**config.mk**
```make
export PLATFORM = sky130hd
export DESIGN_NAME = merge_2
export DESIGN_NICKNAME = d
export VERILOG_FILES = /design/src/rtl/merge_2.sv
export SDC_FILE = /design/constraint.sdc
export NUM_CORES = 1
export LEC_CHECK = 0
export CAP_MARGIN = 10
export CORE_AREA = 8 8 626 628
export CTS_CLUSTER_DIAMETER = 150
export CTS_CLUSTER_SIZE = 28
export DETAILED_ROUTE_END_ITERATION = 10
export DIE_AREA = 0 0 634 636
export MAX_ROUTING_LAYER = met4
export PLACE_DENSITY = 0.3
export SLEW_MARGIN = 20
export SYNTH_ARGS = -nofsm -noshare
export SYNTH_HDL_FRONTEND = slang
export SYNTH_SLANG_ARGS = --single-unit
export TNS_END_PERCENT = 50
```
**constraint.sdc**
```tcl
create_clock -name clk -period 4.3 [get_ports clk]
set_input_delay 1.075 -clock clk [delete_from_list [all_inputs] [get_ports clk]]
set_output_delay 1.075 -clock clk [all_outputs]
set_load 0.02 [all_outputs]
```
**src/rtl/merge_2.sv**
```systemverilog
// Two-input packet merger: round-robin arbitration at packet boundaries into a
// one-entry output register; stray beats arriving outside a packet are counted and discarded.
module merge_2 #(
    parameter int DATA_W  = 512,
    parameter int EMPTY_W = 6
) (
    input  logic               clk,
    input  logic               rst,
    input  logic [DATA_W-1:0]  in_pkt_0_data,
    input  logic               in_pkt_0_valid,
    input  logic               in_pkt_0_sop,
    input  logic               in_pkt_0_eop,
    input  logic [EMPTY_W-1:0] in_pkt_0_empty,
    output logic               in_pkt_0_ready,
    output logic               in_pkt_0_almost_full,
    input  logic [DATA_W-1:0]  in_pkt_1_data,
    input  logic               in_pkt_1_valid,
    input  logic               in_pkt_1_sop,
    input  logic               in_pkt_1_eop,
    input  logic [EMPTY_W-1:0] in_pkt_1_empty,
    output logic               in_pkt_1_ready,
    output logic               in_pkt_1_almost_full,
    output logic [DATA_W-1:0]  out_pkt_data,
    output logic [EMPTY_W-1:0] out_pkt_empty,
    output logic               out_pkt_valid,
    output logic               out_pkt_sop,
    output logic               out_pkt_eop,
    output logic [1:0]         out_pkt_channel,
    input  logic               out_pkt_ready,
    input  logic               out_pkt_almost_full,
    output logic [31:0]        drop_cnt
);

    typedef enum logic [1:0] {
        IDLE  = 2'd0,
        LOCK0 = 2'd1,
        LOCK1 = 2'd2
    } state_e;

    state_e              state_q, state_d;
    logic                rr_last_q, rr_last_d;
    logic                out_valid_q, out_valid_d;
    logic                out_sop_q, out_sop_d;
    logic                out_eop_q, out_eop_d;
    logic [1:0]          out_channel_q, out_channel_d;
    logic [DATA_W-1:0]   out_data_q, out_data_d;
    logic [EMPTY_W-1:0]  out_empty_q, out_empty_d;
    logic [31:0]         drop_cnt_q, drop_cnt_d;

    logic out_free_s;
    logic cand0_s, cand1_s;
    logic grant0_s, grant1_s;
    logic drop0_s, drop1_s;
    logic ready0_s, ready1_s;
    logic acc0_s, acc1_s;

    // Grant, discard and handshake decode for both inputs
    always_comb begin
        out_free_s = !out_valid_q || out_pkt_ready;
        cand0_s    = in_pkt_0_valid & in_pkt_0_sop;
        cand1_s    = in_pkt_1_valid & in_pkt_1_sop;
        grant0_s   = 1'b0;
        grant1_s   = 1'b0;
        drop0_s    = 1'b0;
        drop1_s    = 1'b0;
        case (state_q)
            IDLE: begin
                // rr_last_q == 1 means input 1 went last, so input 0 wins a tie
                if (cand0_s && cand1_s) begin
                    grant0_s = rr_last_q;
                    grant1_s = !rr_last_q;
                end else begin
                    grant0_s = cand0_s;
                    grant1_s = cand1_s;
                end
                drop0_s = in_pkt_0_valid & !in_pkt_0_sop & rst;
                drop1_s = in_pkt_1_valid & !in_pkt_1_sop & rst;
            end
            LOCK0: begin
                grant0_s = 1'b1;
            end
            LOCK1: begin
                grant1_s = 1'b1;
            end
            default: begin
                grant0_s = 1'b0;
                grant1_s = 1'b0;
            end
        endcase
        ready0_s = rst & ((grant0_s & out_free_s) | drop0_s);
        ready1_s = rst & ((grant1_s & out_free_s) | drop1_s);
        acc0_s   = in_pkt_0_valid & ready0_s & grant0_s;
        acc1_s   = in_pkt_1_valid & ready1_s & grant1_s;
    end

    // Arbiter next-state and round-robin pointer
    always_comb begin
        state_d   = state_q;
        rr_last_d = rr_last_q;
        case (state_q)
            IDLE: begin
                if (acc0_s) begin
                    rr_last_d = 1'b0;
                    state_d   = in_pkt_0_eop ? IDLE : LOCK0;
                end else if (acc1_s) begin
                    rr_last_d = 1'b1;
                    state_d   = in_pkt_1_eop ? IDLE : LOCK1;
                end else begin
                    state_d = IDLE;
                end
            end
            LOCK0: begin
                if (acc0_s && in_pkt_0_eop) begin
                    state_d = IDLE;
                end else begin
                    state_d = LOCK0;
                end
            end
            LOCK1: begin
                if (acc1_s && in_pkt_1_eop) begin
                    state_d = IDLE;
                end else begin
                    state_d = LOCK1;
                end
            end
            default: begin
                state_d = IDLE;
            end
        endcase
    end

    // Output register: load on accept, drain on sink ready, otherwise hold
    always_comb begin
        out_valid_d   = out_valid_q & !out_pkt_ready;
        out_sop_d     = out_sop_q;
        out_eop_d     = out_eop_q;
        out_channel_d = out_channel_q;
        out_data_d    = out_data_q;
        out_empty_d   = out_empty_q;
        if (acc0_s) begin
            out_valid_d   = 1'b1;
            out_sop_d     = in_pkt_0_sop;
            out_eop_d     = in_pkt_0_eop;
            out_channel_d = 2'd0;
            out_data_d    = in_pkt_0_data;
            out_empty_d   = in_pkt_0_empty;
        end else if (acc1_s) begin
            out_valid_d   = 1'b1;
            out_sop_d     = in_pkt_1_sop;
            out_eop_d     = in_pkt_1_eop;
            out_channel_d = 2'd1;
            out_data_d    = in_pkt_1_data;
            out_empty_d   = in_pkt_1_empty;
        end else begin
            out_channel_d = out_channel_q;
        end
        drop_cnt_d = drop_cnt_q + {31'd0, drop0_s} + {31'd0, drop1_s};
    end

    // State and datapath registers
    always_ff @(posedge clk or negedge rst) begin
        if (!rst) begin
            state_q       <= IDLE;
            rr_last_q     <= 1'b1;
            out_valid_q   <= 1'b0;
            out_sop_q     <= 1'b0;
            out_eop_q     <= 1'b0;
            out_channel_q <= 2'd0;
            out_data_q    <= {DATA_W{1'b0}};
            out_empty_q   <= {EMPTY_W{1'b0}};
            drop_cnt_q    <= 32'd0;
        end else begin
            state_q       <= state_d;
            rr_last_q     <= rr_last_d;
            out_valid_q   <= out_valid_d;
            out_sop_q     <= out_sop_d;
            out_eop_q     <= out_eop_d;
            out_channel_q <= out_channel_d;
            out_data_q    <= out_data_d;
            out_empty_q   <= out_empty_d;
            drop_cnt_q    <= drop_cnt_d;
        end
    end

    assign in_pkt_0_ready       = ready0_s;
    assign in_pkt_1_ready       = ready1_s;
    assign in_pkt_0_almost_full = out_pkt_almost_full;
    assign in_pkt_1_almost_full = out_pkt_almost_full;
    assign out_pkt_valid        = out_valid_q;
    assign out_pkt_sop          = out_sop_q;
    assign out_pkt_eop          = out_eop_q;
    assign out_pkt_channel      = out_channel_q;
    assign out_pkt_data         = out_data_q;
    assign out_pkt_empty        = out_empty_q;
    assign drop_cnt             = drop_cnt_q;

endmodule

```
Word level (Yosys, flattened, before mapping) --
Index checks and enable logic that the tools add are counted.
Storage, ports and cells: flip-flop bits (word level) 558
Cells by class: add/sub/neg operators 2, equality and inequality tests 2, muxes and demuxes 27, bitwise gates (word level) 17, reductions and logical operators 12
Operators with widths (count):
- $mux W512 | 2
- $add A32 B1 Y32 | 2
- $and A1 B1 Y1 | 15
- $mux W1 | 14
- $mux W2 | 6
- $mux W6 | 2
- $pmux W2 S3 | 1
- $logic_not A1 Y1 | 5
- $pmux W1 S2 | 2
- $logic_and A1 B1 Y1 | 3
- $eq A2 B1 Y1 const B | 1
- $eq A2 B2 Y1 const B | 1
- $logic_not A2 Y1 | 1
- $or A1 B1 Y1 | 2
- $reduce_and A2 Y1 | 1
- $reduce_bool A2 Y1 | 1
- $logic_or A1 B1 Y1 | 1

Longest topological paths before layout --
Gate-level depths: netlist (run 1).
depth in word-level cells 12, depth in mapped cells 10

Least setup slack after synthesis (run 1) --
Ideal clock, no wire load.
path type input to output, start input in_pkt_1_valid, end output in_pkt_0_ready, arrival 2.170 ns, data required time 3.225 ns, path slack 1.055 ns, cell stages on the path 5, buffers on the path 2, path through nand3b_1 -> a31oi_1 -> buf_2 -> clkbuf_1 -> o31ai_1
Between the ends: word-level cells in the longest chain between the ends 7
Ends and longest elaborated chain:
- from (decl) | RTL line 17 | input logic in_pkt_1_valid,
- $and A1 B1 Y1 | RTL line 61 | cand1_s = in_pkt_1_valid & in_pkt_1_sop;
- $logic_and A1 B1 Y1 | RTL line 69 | if (cand0_s && cand1_s) begin
- $mux W1 | RTL line 69
- $pmux W1 S2 | RTL line 66 | case (state_q)
- $and A1 B1 Y1 | RTL line 90 | ready0_s = rst & ((grant0_s & out_free_s) | drop0_s);
- $or A1 B1 Y1 | RTL line 90
- $and A1 B1 Y1 | RTL line 90
- to (decl) | RTL line 14 | output logic in_pkt_0_ready,
Every way passes these cells.

Worst setup path after layout (run 1) --
start input in_pkt_0_sop, end output in_pkt_1_ready
Between the ends: word-level cells in the longest chain between the ends 7
Ends and longest elaborated chain:
- from (decl) | RTL line 11 | input logic in_pkt_0_sop,
- $and A1 B1 Y1 | RTL line 60 | cand0_s = in_pkt_0_valid & in_pkt_0_sop;
- $logic_and A1 B1 Y1 | RTL line 69
- $mux W1 | RTL line 69
- $pmux W1 S2 | RTL line 66
- $and A1 B1 Y1 | RTL line 91 | ready1_s = rst & ((grant1_s & out_free_s) | drop1_s);
- $or A1 B1 Y1 | RTL line 91
- $and A1 B1 Y1 | RTL line 91
- to (decl) | RTL line 21 | output logic in_pkt_1_ready,
Every way passes these cells.

==> results of run 1 <==
-- cell type report --
type	count	area (um2)
Clock inverter	26	379.1
Inverter	5	18.77
Sequential cell	557	13940
Fill cell	43508	328800
Antenna cell	68	170.2
Tap cell	5038	6304
Clock buffer	37	904.6
Timing Repair Buffer	1755	17920
Multi-Input combinational cell	2207	12680
-- how the worst max path moves through the flow --
stage,startpoint,depth (start not counted),to
floorplan,in_pkt_1_valid,5,in_pkt_0_ready
global placement,in_pkt_0_sop,11,drop_cnt[26]
detailed placement,in_pkt_0_sop,11,drop_cnt[26]
CTS,in_pkt_0_sop,5,in_pkt_1_ready
global route,in_pkt_0_sop,5,in_pkt_1_ready
finish,in_pkt_0_sop,5,in_pkt_1_ready
-- where the power goes --
part | internal (mW) | switching, mW | leakage (nW)
Clock | 1.76 | 2.74 | 0.623
Combinational | 7.54 | 14.9 | 9.50
Sequential | 7.79 | 2.68 | 6.59
-- synth_stat cells (7+ instances only) --
library cell / count / area share (%)
dfrtp_1: 556 / 48
nand3_1: 537 / 9.4
o21ai_0: 523 / 9.1
nor4_1: 522 / 11
a31oi_1: 521 / 11
clkbuf_1: 355 / 4.6
buf_6: 53 / 2.1
buf_1: 30 / 0.39
buf_2: 25 / 0.44
xnor2_1: 23 / 0.70
nand2_1: 16 / 0.21
nand4_1: 10 / 0.22
nor3_1: 8 / 0.14
xor2_1: 7 / 0.21
-- registers in the layout (all words and copies together), names as in the netlist --
| register | count |
|---|---|
| out_pkt_eop | 1 |
| out_pkt_empty | 6 |
| state_q | 2 |
| rr_last_q | 1 |
| drop_cnt | 32 |
| out_pkt_valid | 1 |
| out_pkt_data | 512 |
| out_pkt_channel | 1 |
| out_pkt_sop | 1 |
-- kinds of logic after synthesis --
group,Yosys count,share of synthesized area [%]
compound gates,1055,20.80
xor+xnor,30,0.9147
fa+ha+maj,2,0.1133
buf+inv,472,7.714
flops,557,48.53
other cells,1,0.01306
simple gates,1119,21.92
-- critical path, delay by kind of cell --
kind	cells	cell delay, ps
compound gates	2	350
buf+inv	2	940
simple gates	1	270
-- layer usage --
layer,global-route usage (%),share of wire [%],vias up
li1,-,-,15358
met1,17.68,38,18498
met2,27.29,49,1544
met3,7.208,11,176
met4,2.781,1.9,0
met5,-,0,-
==> results.cfg, run 1 <==
[power]
power_mw = 37.40
ir_drop_v = 0.0002738
p_per_area_mw_per_mm2 = 714.8
power.leakage_nw = 16.72

[finish]
stdcell_count = 9693
final_common_cell = clkdlybuf4s50_1
most-common-layout-cells = 1590 x clkdlybuf4s50_1, 555 x dfrtp_1, 537 x nand3_1, 523 x o21ai_0, 520 x a31oi_1
fin_nets = 5609
finish.utilization_pct = 13.73
area_delta_synth_final_pct = 82.15
layout-drive-gt1-share_pct = 5.298
final_area_mm2 = 0.05232

[drt]
drt_wl_total_um = 332800
drc = 0
first_pass_iters = 7
drt_iter0_drc = 2742
viasPerCell = 3.670
drtAntennaViolNets = 0
wl_per_cell_um = 34.33
vias = 35576

[synth]
ys_seq_elements = 557
syn-num-nets = 4284
ys_types = 42
syn_avg_cell_area_um2 = 8.876
syn_area_mm2 = 0.02872
ys_warn_count = 0
ys_seq_area_share_pct = 48.53
synth-edff-count = 0
syn-instance-count = 3236
synth_ff_type = dfrtp_1
async_flop_share_pct = 100.0

[clock_tree]
cts_setup_buffers = 0
cts.path.max_buffers = 3
cts_resized = 0
clock-sinks = 557
clk_latency_ps = 740
cts_tree = built
ctsHoldBuffers = 0
numCtsBuffers = 35
htree_levels = 2
cts-root-buf = clkbuf_16
clk_transition_reported_paths_ps = 100

[global_route]
grt_pass1_vias = 36959
grt_pass1_wl_um = 422800
grt_usage_pct = 16.14
grt_antenna_before_repair = 87
grt_max_degree = 149
overflow = 0

[die]
die-area_mm2 = 0.4032
initial_utilization_pct = 7.536
ios = 1605
num_rows = 227
die_x_um = 634
coreArea_mm2 = 0.3812
dieHeight_um = 636

[sta]
fmax_mhz = 266.4
period_minus_slack_ps = 3753
fin_ws_ps = 546.7
worst_pin_slew_ps = 1108
rsz0062_at_grt = no
maxSlewViolCount = 0
finalHoldWorstSlack_ps = 183.9
finalCritPeriodShare_pct = 87.29
fin_tns_setup_ps = 0
hold_viol = 0
relSlewSlack_pct = 25.44
setup_viol = 0
fin_worst_skew_ps = 63.86

[setup_path]
path_max_fanout = 4
crit_required_ps = 3220
r2r_start = state_q[1]
critPathLaunchType = input port
r2r_setup_slack_ps = 1140
worst_setup_path_end_kind = primary output
arrival_ps = 2680
cpMaxStageDelayCell = clkdlybuf4s50_1
cp_cell_sequence = clkdlybuf4s50_1 > nand3_1 > a21oi_4 > o21bai_1 > buf_4
crit_type = in2out
rr_endpoint = drop_cnt[26]
rr_worst_depth = 9
cpPeakStageDelay_ps = 730

[placement]
dp_cells = 9562
place_area_mm2 = 0.05087
dp_hpwl_um = 269000
dp_slack_ps = -110.9
gp_congestion = 0.8490
port_buffers = 1600

[run]
cap_violations = 0

[hold_path]
min_path_type = in2async

[status]
outcome = complete, no violations
Note: power is estimated with default switching activity, not from simulation.
==> inputs of run 2 (changes only) <==
CELL_PAD_IN_SITES_DETAIL_PLACEMENT = 2   (was default)
CELL_PAD_IN_SITES_GLOBAL_PLACEMENT = 2   (was default)
CORE_AREA = 8 8 611 613   (was 8 8 626 628)
DIE_AREA = 0 0 619 621   (was 0 0 634 636)
PLACE_DENSITY = 0.36   (was 0.3)
RECOVER_POWER = 25   (was default)
==> results.cfg, run 2 (synthesis gave the netlist of run 1 again) <==
[status]
outcome = finished, violations left
violations = max-capacitance violations, max-slew violations

[die]
die-area_mm2 = 0.3844
num_rows = 222
ios = 1605
die_x_um = 619
coreArea_mm2 = 0.3639
dieHeight_um = 621
initial_utilization_pct = 7.894

[sta]
finalCritPeriodShare_pct = 89.93
period_minus_slack_ps = 3867
maxSlewViolCount = 171
fin_worst_skew_ps = 39.32
setup_viol = 0
worst_pin_slew_ps = 2346
fin_tns_setup_ps = 0
fin_ws_ps = 433.2
hold_viol = 0
relSlewSlack_pct = -56.43
fmax_mhz = 258.6
rsz0062_at_grt = no

[global_route]
grt_usage_pct = 16.95
grt_pass1_vias = 39166
grt_pass1_wl_um = 428200
grt_max_degree = 122
overflow = 0
grt_antenna_before_repair = 191

[drt]
viasPerCell = 3.759
drtAntennaViolNets = 0
wl_per_cell_um = 35.07
drt_iter0_drc = 1877
drc = 0
first_pass_iters = 4
drt_wl_total_um = 332300
vias = 35610

[setup_path]
cpMaxStageDelayCell = clkdlybuf4s50_1
crit_type = in2out
crit_required_ps = 3220
cpPeakStageDelay_ps = 710
critPathLaunchType = input port
arrival_ps = 2790
cp_cell_sequence = clkdlybuf4s50_1 > buf_4 > nand3_1 > a21oi_4 > o21bai_1 > buf_4
path_max_fanout = 3
cp_top_family = buffers and inverters
worst_setup_path_end_kind = primary output
crit_path_frequent_cell = buf_4
cp_num_buf_inv = 3

[clock_tree]
htree_levels = 2
clk_transition_reported_paths_ps = 110
cts-root-buf = clkbuf_16
cts_setup_buffers = 0
ctsHoldBuffers = 0
cts.path.max_buffers = 3
numCtsBuffers = 39
cts_tree = built
clk_latency_ps = 730
cts_resized = 0
clock-sinks = 557

[placement]
place_area_mm2 = 0.05029
port_buffers = 1600
dp_hpwl_um = 256500
dp_slack_ps = -122.4
gp_congestion = 0.8222
dp_cells = 9307

[finish]
layout-drive-gt1-share_pct = 4.647
final_area_mm2 = 0.05193
stdcell_count = 9474
fin_nets = 5580
largest_register_ffs = 512
final_common_cell = clkdlybuf4s50_1
area_delta_synth_final_pct = 80.80
most-common-layout-cells = 1596 x clkdlybuf4s50_1, 555 x dfrtp_1, 537 x nand3_1, 523 x o21ai_0, 520 x a31oi_1

[power]
ir_drop_v = 0.0002771
power_mw = 36.65
p_per_area_mw_per_mm2 = 705.7
power.leakage_nw = 16.57

[run]
cap_violations = 2

[hold_path]
min_path_type = reg2reg
==> run 2: cell count changes in the layout (fill, tap and decap cells not counted), moves of 3 or more <==
cell | previous run | this run
buf_12 | 61 | 53
buf_4 | 103 | 66
clkbuf_16 | 36 | 39
clkbuf_2 | 0 | 3
clkdlybuf4s50_1 | 1590 | 1596
clkinv_2 | 6 | 0
clkinvlp_4 | 0 | 5
diode_2 | 68 | 96
inv_6 | 3 | 7
==> run 2: where the power goes <==
part           total, mW  internal [mW]  switching (mW)
combinational       21.4           7.45            14.0
sequential          10.2           7.79            2.44
clock               5.00           2.01            2.99
total               36.7           17.3            19.4
==> run 2: final cells by class <==
class                           instances  area (um2)
Clock inverter                         30       447.9
Sequential cell                       557       13940
Antenna cell                           96       240.2
Inverter                                5       18.77
Tap cell                             4816        6026
Timing Repair Buffer                 1722       17580
Fill cell                           42010      311900
Clock buffer                           41        1003
Multi-Input combinational cell       2207       12680
==> run 2: final timing paths <==
check | depth (start not counted) | slack (ps) | endpoint | start
hold / removal | 1 | 520 | drop_cnt[30] | drop_cnt[30]
max in group asynchronous | 3 | 490 | out_pkt_data[163] | rst
hold reg to reg | 1 | 520 | drop_cnt[30] | drop_cnt[30]
min in group asynchronous | 2 | 570 | out_pkt_valid | rst
setup reg to reg | 8 | 1000 | drop_cnt[26] | state_q[1]
setup / recovery | 6 | 430 | in_pkt_1_ready | in_pkt_0_valid
==> run 2: metrics by stage <==
step / hold slack [ps] / utilization [%]
2_1_floorplan: 468.3 / -
3_3_place_gp: 506.5 / 13.81
3_5_place_dp: 504.8 / 13.82
4_1_cts: 319.8 / 14.22
5_1_grt: 544.5 / 14.26
6_report: 519.4 / 14.27
==> run 2: per-layer routing <==
metal / vias up / track usage, % / wire [um]
met5: - / - / 0
met4: 0 / 3.545 / 7235
met3: 324 / 5.956 / 27280
met2: 1224 / 29.01 / 164200
met1: 18746 / 19.05 / 133500
li1: 15316 / - / -
